`src/rtl/alarm_ring_ctrl.sv`:
```
// Alarm ring controller: arms on enable, rings on a fresh alarm-time match,
// and handles stop, snooze (limited per alarm event) and ring auto-timeout.
module alarm_ring_ctrl #(
    parameter int unsigned RING_SECS   = 60,
    parameter int unsigned SNOOZE_SECS = 300,
    parameter int unsigned MAX_SNOOZE  = 3
) (
    input  logic        clk,
    input  logic        rst_n,
    input  logic        one_second,
    input  logic [15:0] alarm_time,
    input  logic [15:0] current_time,
    input  logic        alarm_enable,
    input  logic        stop_button,
    input  logic        snooze_button,
    output logic        sound_alarm,
    output logic        snoozing,
    output logic        ring_start,
    output logic [1:0]  snooze_cnt
);

    localparam int unsigned SEC_W = 9;
    localparam int unsigned CNT_W = 2;

    typedef enum logic [1:0] {
        IDLE    = 2'd0,
        ARMED   = 2'd1,
        RINGING = 2'd2,
        SNOOZE  = 2'd3
    } state_t;

    state_t             state;
    state_t             state_nxt;
    logic [SEC_W-1:0]   sec_cnt;
    logic [SEC_W-1:0]   sec_cnt_nxt;
    logic [CNT_W-1:0]   snooze_cnt_nxt;
    logic               match;
    logic               match_d;
    logic               match_rise;
    logic               stop_d;
    logic               snooze_d;
    logic               stop_edge;
    logic               snooze_edge;
    logic               ring_last;
    logic               snooze_last;
    logic               snooze_avail;

    assign match        = (current_time == alarm_time);
    assign match_rise   = match & ~match_d;
    assign stop_edge    = stop_button & ~stop_d;
    assign snooze_edge  = snooze_button & ~snooze_d;
    assign ring_last    = (sec_cnt == SEC_W'(RING_SECS - 1));
    assign snooze_last  = (sec_cnt == SEC_W'(SNOOZE_SECS - 1));
    assign snooze_avail = (snooze_cnt < CNT_W'(MAX_SNOOZE));

    // Next-state and counter updates; disable overrides everything.
    always_comb begin
        state_nxt      = state;
        sec_cnt_nxt    = sec_cnt;
        snooze_cnt_nxt = snooze_cnt;
        if (!alarm_enable) begin
            state_nxt      = IDLE;
            sec_cnt_nxt    = '0;
            snooze_cnt_nxt = '0;
        end else begin
            case (state)
                IDLE: begin
                    state_nxt      = ARMED;
                    sec_cnt_nxt    = '0;
                    snooze_cnt_nxt = '0;
                end
                ARMED: begin
                    if (match_rise) begin
                        state_nxt   = RINGING;
                        sec_cnt_nxt = '0;
                    end
                end
                RINGING: begin
                    if (stop_edge) begin
                        state_nxt      = ARMED;
                        sec_cnt_nxt    = '0;
                        snooze_cnt_nxt = '0;
                    end else if (snooze_edge && snooze_avail) begin
                        state_nxt      = SNOOZE;
                        sec_cnt_nxt    = '0;
                        snooze_cnt_nxt = snooze_cnt + 1'b1;
                    end else if (one_second) begin
                        if (ring_last) begin
                            state_nxt      = ARMED;
                            sec_cnt_nxt    = '0;
                            snooze_cnt_nxt = '0;
                        end else begin
                            sec_cnt_nxt = sec_cnt + 1'b1;
                        end
                    end
                end
                SNOOZE: begin
                    if (stop_edge) begin
                        state_nxt      = ARMED;
                        sec_cnt_nxt    = '0;
                        snooze_cnt_nxt = '0;
                    end else if (one_second) begin
                        if (snooze_last) begin
                            state_nxt   = RINGING;
                            sec_cnt_nxt = '0;
                        end else begin
                            sec_cnt_nxt = sec_cnt + 1'b1;
                        end
                    end
                end
                default: begin
                    state_nxt      = IDLE;
                    sec_cnt_nxt    = '0;
                    snooze_cnt_nxt = '0;
                end
            endcase
        end
    end

    // State, counters, edge-detect history and registered outputs.
    always_ff @(posedge clk or negedge rst_n) begin
        if (!rst_n) begin
            state       <= IDLE;
            sec_cnt     <= '0;
            snooze_cnt  <= '0;
            match_d     <= 1'b0;
            stop_d      <= 1'b0;
            snooze_d    <= 1'b0;
            sound_alarm <= 1'b0;
            snoozing    <= 1'b0;
            ring_start  <= 1'b0;
        end else begin
            state       <= state_nxt;
            sec_cnt     <= sec_cnt_nxt;
            snooze_cnt  <= snooze_cnt_nxt;
            match_d     <= match;
            stop_d      <= stop_button;
            snooze_d    <= snooze_button;
            sound_alarm <= (state_nxt == RINGING);
            snoozing    <= (state_nxt == SNOOZE);
            ring_start  <= (state_nxt == RINGING) && (state != RINGING);
        end
    end

endmodule

```
`config.mk`:
```
export PLATFORM = sky130hd
export DESIGN_NAME = alarm_ring_ctrl
export DESIGN_NICKNAME = d
export VERILOG_FILES = /design/src/rtl/alarm_ring_ctrl.sv
export SDC_FILE = /design/constraint.sdc
export NUM_CORES = 1
export LEC_CHECK = 0
export CORE_MARGIN = 4
export CORE_UTILIZATION = 44
export DETAILED_ROUTE_END_ITERATION = 16
export HOLD_SLACK_MARGIN = 0.05
export PLACE_DENSITY = 0.79
export REMOVE_ABC_BUFFERS = 1
export SYNTH_ARGS = -nofsm -noshare
export SYNTH_HDL_FRONTEND = slang
export SYNTH_SLANG_ARGS = --single-unit
```
`constraint.sdc`:
```
create_clock -name clk -period 2 [get_ports clk]
set_input_delay 0.3 -clock clk [delete_from_list [all_inputs] [get_ports clk]]
set_output_delay 0.3 -clock clk [all_outputs]
set_load 0.005 [all_outputs]
```
==> results of run 1 <==
-- cell usage after synthesis --
| cell | n |
|---|---|
| nor2b_1 | 1 |
| mux2i_1 | 1 |
| a21oi_1 | 3 |
| o41ai_2 | 1 |
| nand3_1 | 1 |
| inv_1 | 7 |
| or2_2 | 2 |
| a31oi_1 | 14 |
| buf_2 | 2 |
| nand3b_1 | 1 |
| or3b_2 | 1 |
| or3_1 | 1 |
| a21o_1 | 1 |
| o21ai_0 | 1 |
| a22oi_1 | 1 |
| nor3b_1 | 1 |
| or2b_1 | 3 |
| mux2_2 | 1 |
| o21ai_2 | 1 |
| dfrtp_1 | 19 |
| ha_1 | 2 |
| nand2b_1 | 4 |
| xor2_1 | 16 |
| nand4b_1 | 1 |
| o32a_1 | 1 |
| nor4_1 | 4 |
| buf_4 | 1 |
| nor2_1 | 1 |
| a2111o_1 | 1 |
| nor3_1 | 6 |
| a21boi_0 | 1 |
| a211oi_2 | 1 |
| nand2_1 | 8 |
| a22o_1 | 1 |
| and3_2 | 2 |
| a22o_2 | 1 |
| o31ai_1 | 1 |
| and3_1 | 4 |
| nand4bb_4 | 1 |
| nand4_1 | 1 |
| o41a_2 | 1 |
-- flip-flops by register name, summed over array words and instances (netlist names) --
register,cells
stop_d,1
state,2
snooze_cnt,2
ring_start,1
snooze_d,1
sec_cnt,9
match_d,1
snoozing,1
sound_alarm,1
-- layer usage --
| metal | up-vias | GRT usage, % | share of wire [%] |
|---|---|---|---|
| met5 | - | 0 | 0 |
| met4 | 0 | 8.544 | 0.96 |
| met3 | 2 | 4.255 | 9.3 |
| met2 | 55 | 30.40 | 51 |
| met1 | 522 | 19.52 | 38 |
| li1 | 557 | - | - |
-- through the flow --
stage | cell area, sq um | setup TNS [ns]
2_1_floorplan | 1189 | 0
3_3_place_gp | 1729 | -0.3815
3_5_place_dp | 1729 | -0.7375
4_1_cts | 1755 | 0
5_1_grt | 1789 | 0
6_report | 1789 | 0
-- critical path, cell delays in order (launching register included) --
cell and delay, ns:
dfrtp_1 0.41, ha_1 0.21, or3b_2 0.45, o31ai_1 0.09, a211oi_2 0.10, buf_4 0.19
a31oi_1 0.19, a31oi_1 0.07
-- how the worst max path moves through the flow --
stage,startpoint,cells past startpoint,endpoint
2_1_floorplan,sec_cnt[0],6,sec_cnt[3]
3_3_place_gp,alarm_time[9],6,sound_alarm
3_5_place_dp,alarm_time[9],6,sound_alarm
4_1_cts,sec_cnt[1],6,ring_start
5_1_grt,sec_cnt[1],6,snooze_cnt[0]
6_report,snooze_cnt[0],7,sec_cnt[3]
-- report_power, final --
| group | internal, mW | switching, mW | total (mW) |
|---|---|---|---|
| Clock | 0.0775 | 0.114 | 0.192 |
| Combinational | 0.0962 | 0.0498 | 0.146 |
| Sequential | 0.387 | 0.00334 | 0.390 |
| Total | 0.561 | 0.167 | 0.728 |
-- cells by family (layout without fill, tap and decap cells) --
logic type | count (synthesis) | count (layout) | synth area share, %
AO/OA/AOI/OAI | 30 | 30 | 18.88
XOR/XNOR | 16 | 16 | 11.62
adder cells (fa/ha/maj) | 2 | 2 | 2.074
buffers and inverters | 10 | 64 | 3.631
flip-flops | 19 | 19 | 39.42
multiplexers | 2 | 2 | 1.763
AND/OR/NAND/NOR | 43 | 43 | 22.61
-- final cells by class --
cell class | instances | area (sq um) | share of cell area, %
clock buffer | 4 | 26.28 | 1.469
inverter | 7 | 26.28 | 1.469
tap | 30 | 37.54 | 2.098
sequential | 19 | 475.5 | 26.57
multi-input combinational | 93 | 720.7 | 40.28
timing repair buffer | 53 | 503.0 | 28.11
==> flow_summary.yaml, run 1 <==
setup_path:
  required_ns: 2.17
  r2r_slack_ns: 0.15
  endpoint_kind: "flop"
  crit_path_start_kind: "flop"
  regToRegEndpoint: "sec_cnt[3]"
  rr_startpoint: "snooze_cnt[0]"
  cp_max_fo: 16
  critical_path_class: "flop to flop"
  reg2reg_depth: 7
  cp.arrival_ns: 2.02
placed_design:
  portBuffers: 42
  place.gp.congestion: 0.7410
  dp_cells: 202
  hpwl_um: 2303
  dp_slack_ns: -0.09761
clock_tree:
  cts_tree: "yes"
  clk_pin_slew_worst_paths_ns: 0.10
  cts_made_buffers: 3
  clk_latency_ns: 0.29
  ctsHoldBuffers: 0
  cts.htree.levels: 1
  clock-root-buffer: "clkbuf_4"
  cts.sinks: 19
  cts_setup_buffers: 0
  ctsResizeCount: 0
  clockBufferDepth: 2
timing:
  fin_crit_sh_pct: 92.37
  fmax_mhz: 541.3
  slew_headroom_pct: 76.69
  rsz0062_at_grt: "no"
  setup_violations: 0
  drv_slew: 0
  hold_slack_ns: 0.3246
  worst_slew_pin_slew_ns: 0.3464
  period_needed_ns: 1.847
  final.setup.worst_slack_ns: 0.1527
  worst_clock_skew_ns: 0.001476
  timing_hold_violations_final: 0
yosys:
  synth_cells: 122
  synth_warnings: 0
  netlist.area_leader.share_pct: 39.42
  synth.avg_cell_area_sq_um: 9.887
  synth_area_sq_um: 1206
  yosys.area.top_type: "dfrtp_1"
  yosysSeqAreaShare_pct: 39.42
  synthTopCellsByArea: "dfrtp_1 (39%), xor2_1 (12%), a31oi_1 (7.3%), nor3_1 (2.5%), nand2_1 (2.5%)"
  ys_ff_latch: 19
  synth.distinct_cells: 41
global_route:
  grt_pass1_wl_um: 4719
  grt_remaining_overflow: 0
  grt_usage_pct: 17.32
  grt_pass1_vias: 1192
  grt_max_degree: 20
  antenna_found_initial: 0
layout:
  final_cell_mix: "clkdlybuf4s50_1 (42), dfrtp_1 (19), xor2_1 (16)"
  final_util_pct: 70.30
  area_delta_synth_final_pct: 48.34
  nets: 217
  fill_cells: 208
  antennaDiodeCount: 0
  stdcell_count: 206
  final_common_cell: "clkdlybuf4s50_1"
  layout-drive-gt1-share_pct: 16.48
outcome:
  status: "finished clean"
route:
  drtIter0Drc: 29
  dr_total_vias: 1136
  drc_errors: 0
  drt_wl_total_um: 2827
  drt_first_pass_iters: 4
  postRouteAntennaNets: 0
  post_drt_via_cell_ratio: 5.515
  wire_per_inst_um: 13.72
flow_run:
  maxCapViolations: 0
pwr:
  p_total_mw: 0.7280
  powerDensity_nw_per_um2: 406.9
  ir_drop_mv: 0.3039
  power.leakage_nw: 0.7680
worst_hold_path:
  hold_path.class: "input pin to asynchronous set/reset pin"
floorplanning:
  dieArea_sq_um: 3643
  ios: 43
  row_count: 18
  die_h_um: 60.36
  start_util_pct: 47.39
  fp.dieW_um: 60.36
  core_sq_um: 2545
No activity file was read; power rests on OpenSTA's default activity.
==> run 2: changes to the inputs <==
--- a/config.mk
+++ b/config.mk
@@ -5,6 +5,7 @@
 export SDC_FILE = /design/constraint.sdc
 export NUM_CORES = 1
 export LEC_CHECK = 0
+export CAP_MARGIN = 15
 export CORE_MARGIN = 4
 export CORE_UTILIZATION = 44
 export DETAILED_ROUTE_END_ITERATION = 16
==> results of run 2 <==
The final DEF is identical to that of run 1; final timing and power are the same.
